### src/rtl/serial_frame_rx.sv
// Framed serial-to-parallel receiver: start bit (1), WIDTH data bits LSB-first,
// optional even-parity bit, stop bit (0); one bit per clk, no oversampling.
module serial_frame_rx #(
    parameter int WIDTH     = 8,
    parameter bit PARITY_EN = 1'b1
) (
    input  logic             clk,
    input  logic             rst,
    input  logic             data_in,
    output logic [WIDTH-1:0] data_out,
    output logic             data_valid,
    output logic             parity_err,
    output logic             frame_err,
    output logic             busy
);

    localparam int CNT_W = (WIDTH > 1) ? $clog2(WIDTH) : 1;
    localparam logic [CNT_W-1:0] CNT_LAST = CNT_W'(WIDTH - 1);

    localparam logic [1:0] S_IDLE   = 2'd0;
    localparam logic [1:0] S_DATA   = 2'd1;
    localparam logic [1:0] S_PARITY = 2'd2;
    localparam logic [1:0] S_STOP   = 2'd3;

    logic [1:0]       state_q, state_d;
    logic [CNT_W-1:0] cnt_q, cnt_d;
    logic [WIDTH-1:0] shift_q, shift_d;
    logic             par_q, par_d;
    logic [WIDTH-1:0] data_q, data_d;
    logic             valid_q, valid_d;
    logic             perr_q, perr_d;
    logic             ferr_q, ferr_d;
    logic             busy_q, busy_d;

    always_comb begin
        // NOTE: every next-state signal gets a default first so no path leaves one unassigned (no latches).
        state_d = state_q;
        cnt_d   = cnt_q;
        shift_d = shift_q;
        par_d   = par_q;
        data_d  = data_q;
        valid_d = 1'b0;
        perr_d  = 1'b0;
        ferr_d  = 1'b0;

        case (state_q)
            S_IDLE: begin
                if (data_in) begin
                    state_d = S_DATA;
                    cnt_d   = '0;
                    par_d   = 1'b0;
                end
            end
            S_DATA: begin
                shift_d[cnt_q] = data_in;
                par_d          = par_q ^ data_in;
                // Counter holds on the last bit instead of wrapping; IDLE re-zeroes it.
                if (cnt_q == CNT_LAST) begin
                    state_d = PARITY_EN ? S_PARITY : S_STOP;
                end else begin
                    cnt_d = cnt_q + 1'b1;
                end
            end
            S_PARITY: begin
                par_d   = par_q ^ data_in;
                state_d = S_STOP;
            end
            S_STOP: begin
                // A high stop bit is a framing error and is never reused as a start bit.
                state_d = S_IDLE;
                if (!data_in) begin
                    data_d  = shift_q;
                    valid_d = 1'b1;
                    perr_d  = PARITY_EN & par_q;
                end else begin
                    ferr_d = 1'b1;
                end
            end
            default: state_d = S_IDLE;
        endcase

        busy_d = (state_d != S_IDLE);
    end

    always_ff @(posedge clk) begin
        // NOTE: sequential state uses non-blocking assignments so all registers update from pre-edge values.
        if (rst) begin
            state_q <= S_IDLE;
            cnt_q   <= '0;
            shift_q <= '0;
            par_q   <= 1'b0;
            data_q  <= '0;
            valid_q <= 1'b0;
            perr_q  <= 1'b0;
            ferr_q  <= 1'b0;
            busy_q  <= 1'b0;
        end else begin
            state_q <= state_d;
            cnt_q   <= cnt_d;
            shift_q <= shift_d;
            par_q   <= par_d;
            data_q  <= data_d;
            valid_q <= valid_d;
            perr_q  <= perr_d;
            ferr_q  <= ferr_d;
            busy_q  <= busy_d;
        end
    end

    assign data_out   = data_q;
    assign data_valid = valid_q;
    assign parity_err = perr_q;
    assign frame_err  = ferr_q;
    assign busy       = busy_q;

endmodule

### config.mk
export PLATFORM = sky130hd
export DESIGN_NAME = serial_frame_rx
export DESIGN_NICKNAME = d
export VERILOG_FILES = /design/src/rtl/serial_frame_rx.sv
export SDC_FILE = /design/constraint.sdc
export NUM_CORES = 1
export LEC_CHECK = 0
export BUFFER_PORTS_ARGS = -buffer_cell sky130_fd_sc_hd__buf_2
export CORE_ASPECT_RATIO = 1.1
export CORE_MARGIN = 2
export CORE_UTILIZATION = 53
export CTS_BUF_LIST = sky130_fd_sc_hd__clkbuf_4
export DETAILED_ROUTE_END_ITERATION = 10
export GPL_TIMING_DRIVEN = 0
export HOLD_SLACK_MARGIN = 0.12
export PLACE_DENSITY = 0.75
export SLEW_MARGIN = 20
export SYNTH_ARGS = -nofsm -noshare
export SYNTH_HDL_FRONTEND = slang
export SYNTH_SLANG_ARGS = --single-unit
### constraint.sdc
create_clock -name clk -period 1.35 [get_ports clk]
set_input_delay 0.27 -clock clk [delete_from_list [all_inputs] [get_ports clk]]
set_output_delay 0.27 -clock clk [all_outputs]
set_load 0.02 [all_outputs]
==> results.toml <==
[cts]
max-clock-path-buffers = 2
insertion_delay_ns = 0.32
cts_buffers = 3
path_clk_slew_ns = 0.14
ctsRootBufferMaster = "clkbuf_4"
cts_num_sinks = 26
cts_tree = "yes"
ctsHoldBuffers = 0
htreeDepth = 1

[setup_path]
critical_path_class = "flop to flop"
cp.required_ns = 1.63
cp_num_buf_inv = 1
crit_chain = "inv_4, ha_4, mux2i_4, or4b_4, a21oi_2"
worst_path_max_delay_cell = "or4b_4"
cp_top_family = "simple AND/OR/NAND/NOR gates"
cpPeakStageDelay_ns = 0.52
r2r_slack_ns = -0.15
rr_worst_depth = 5
reg2reg_from = "state_q[1]"
crit_path_end_kind = "flop"
reg2reg_to = "cnt_q[0]"
worst_ep_arrival_time_ns = 1.77
critPathMaxFanout = 6
worstSetupStartpointType = "flop"

[sta]
slew-limit-headroom = 0.680
slew_violations = 0
period_share = 1.11
hold_violations = 0
rsz0062_at_grt = "true"
layout_setup_ws_ns = -0.147
fin_skew_ns = 0.00350
worst_pin_slew_ns = 0.481
max_freq_ghz = 0.668
setup_violations = 10
fin_crit_ns = 1.50
fin_setup_tns_ns = -0.277

[placed_design]
dp_hpwl_mm = 1.52
gp_congestion = 0.745
port_buffers = 13
placed_cells = 169
postPlaceCellArea_um2 = 1340
pre_cts_ws_ns = -0.227

[drt]
route.detailed.drc = 0
ant_nets = 0
vias = 989
drt-vias-per-instance = 5.43
drt_wl_total_mm = 2.47
drtIter0Drc = 19
routedWlPerCell_um = 13.6
firstDrtPassIters = 4

[layout]
area_growth_pct = 33.6
post_route_cells_drive_above_1_share = 0.357
fin_area_um2 = 1570
instances_no_fill = 182
nets = 165
antenna_cells = 0

[hold_path]
whs_path_depth = 2
min-delay-start = "rst"
hold_end = "par_q"
hold_class = "primary input to flop"

[flow_run]
cap_viol_max_count = 0

[logic_synthesis]
syn_area_um2 = 1170
synth_most_common_cell = "dfxtp_1"
synthTopCellsByArea = "dfxtp_1 (44%), mux2i_1 (7.7%), ha_1 (7.5%)"
synth_top_area_share = 0.443
async_flop_share = 0
synth.largest_area_cell = "dfxtp_1"
synth_cell_types = 31
synthFlopType = "dfxtp_1"
ys_ff_latch = 26
synth_seq_area_share = 0.443
syn_area_per_cell_um2 = 9.17
synth_edf_count = 0
synth_warnings = 0
syn_inst = 128
synth_top_cells_by_count = "dfxtp_1 (26), nand2_1 (19), nor2_1 (12), a21oi_1 (11), mux2i_1 (9)"
syn_nets = 138

[floorplan]
rows = 17
chipHeight_um = 53.4
initial_core_util = 0.575
dieArea_um2 = 2610
core-area_um2 = 2040
io_pins = 15
fp.dieW_um = 48.9

[outcome]
violations = "negative setup slack"
status = "complete, but fails checks"

[global_route]
grt_max_degree = 16
grt.total_usage = 0.184
antenna_found_initial = 0
grt_pass1_wl_mm = 3.68
grt-ovfl-total = 0
grt_pass1_vias = 893

[power_and_ir_drop]
powerDensity_nw_per_um2 = 998
vdd_drop_max_v = 0.000911
p_leak_nw = 0.651
-- worst reg2reg max path, delay by kind of cell, from the launching register on --
kind	cells	cell delay, ns
mux	1	0.20
compound gates	1	0.11
simple gates	1	0.52
flops	1	0.39
buf+inv	1	0.06
fa+ha+maj	1	0.17
-- cells in the final DEF (no fill, tap or decap), types with 3 or more instances in the layout --
master | synthesis | layout
mux2i_1 | 9 | 8
nor3_1 | 4 | 3
nand2_1 | 19 | 18
dfxtp_1 | 26 | 22
nand4b_1 | 3 | 3
buf_4 | 1 | 9
nor2b_1 | 4 | 4
ha_4 | 0 | 5
clkbuf_4 | 0 | 3
buf_2 | 1 | 14
nor2_1 | 12 | 12
a21oi_1 | 11 | 10
o21ai_0 | 3 | 3
-- what timing repair did --
| action | 4_1_cts | 5_1_grt |
|---|---|---|
| buffers inserted | 3 | 6 |
| setup endpoints to repair | 14 | 9 |
| gates resized for setup | 5 | 17 |
| gates cloned | 0 | 1 |
| pin swaps | 1 | 5 |
-- cell type report --
cell class	instances	area, µm²
multi-input combinational	91	742
sequential	26	531
fill	145	474
timing repair buffer	23	141
buffer	7	50.0
tap	28	35.0
clock inverter	1	30.0
clock buffer	3	22.5
inverter	3	16.3
-- state kept, by name, summed over array words and instances, names as in the netlist --
register	count
data_out	8
shift_q	8
cnt_q	3
state_q	2
busy	1
data_valid	1
frame_err	1
par_q	1
parity_err	1
-- worst max-delay path by stage --
stage	from	to	slack [ns]	cells after the start
floorplan	state_q[0]	cnt_q[0]	0.002	5
global placement	data_in	par_q	-0.19	7
detailed placement	data_in	par_q	-0.23	7
CTS	state_q[1]	cnt_q[0]	-0.11	5
global route	state_q[1]	cnt_q[0]	-0.20	5
finish	state_q[1]	cnt_q[0]	-0.15	5
-- cell families (layout without fill, tap and decap cells) --
| family | count (synthesis) | count (layout) | share of synthesized area |
|---|---|---|---|
| flip-flops | 26 | 26 | 0.443 |
| multiplexers | 9 | 9 | 0.0768 |
| AO/OA/AOI/OAI | 17 | 17 | 0.0800 |
| adder cells (fa/ha/maj) | 7 | 7 | 0.0746 |
| buffers and inverters | 11 | 37 | 0.0490 |
| AND/OR/NAND/NOR | 58 | 58 | 0.276 |
-- through the flow --
step | power (mW) | hold WS (ns) | util
after CTS | 1.49 | 0.204 | 0.699
after global placement | 0.953 | 0.441 | 0.654
after global routing | 1.61 | 0.217 | 0.768
after detailed placement | 0.957 | 0.442 | 0.654
after floorplan | 0.926 | 0.429 | -
final | 1.57 | 0.211 | 0.768
-- power breakdown --
group	leakage [nW]	switching (mW)	internal [mW]	total [mW]
registers	0.213	0.0102	0.780	0.790
clock network	0.0279	0.238	0.300	0.538
logic	0.411	0.115	0.121	0.237
-- per-layer routing --
metal  up-vias  share of wire  track usage
met3         7          0.023       0.0339
met5         -              0            0
met2        19           0.52        0.349
met4         0          0.014       0.0714
met1       472           0.44        0.206
li1        491              -            -
Power figures use the tool's default switching activity.
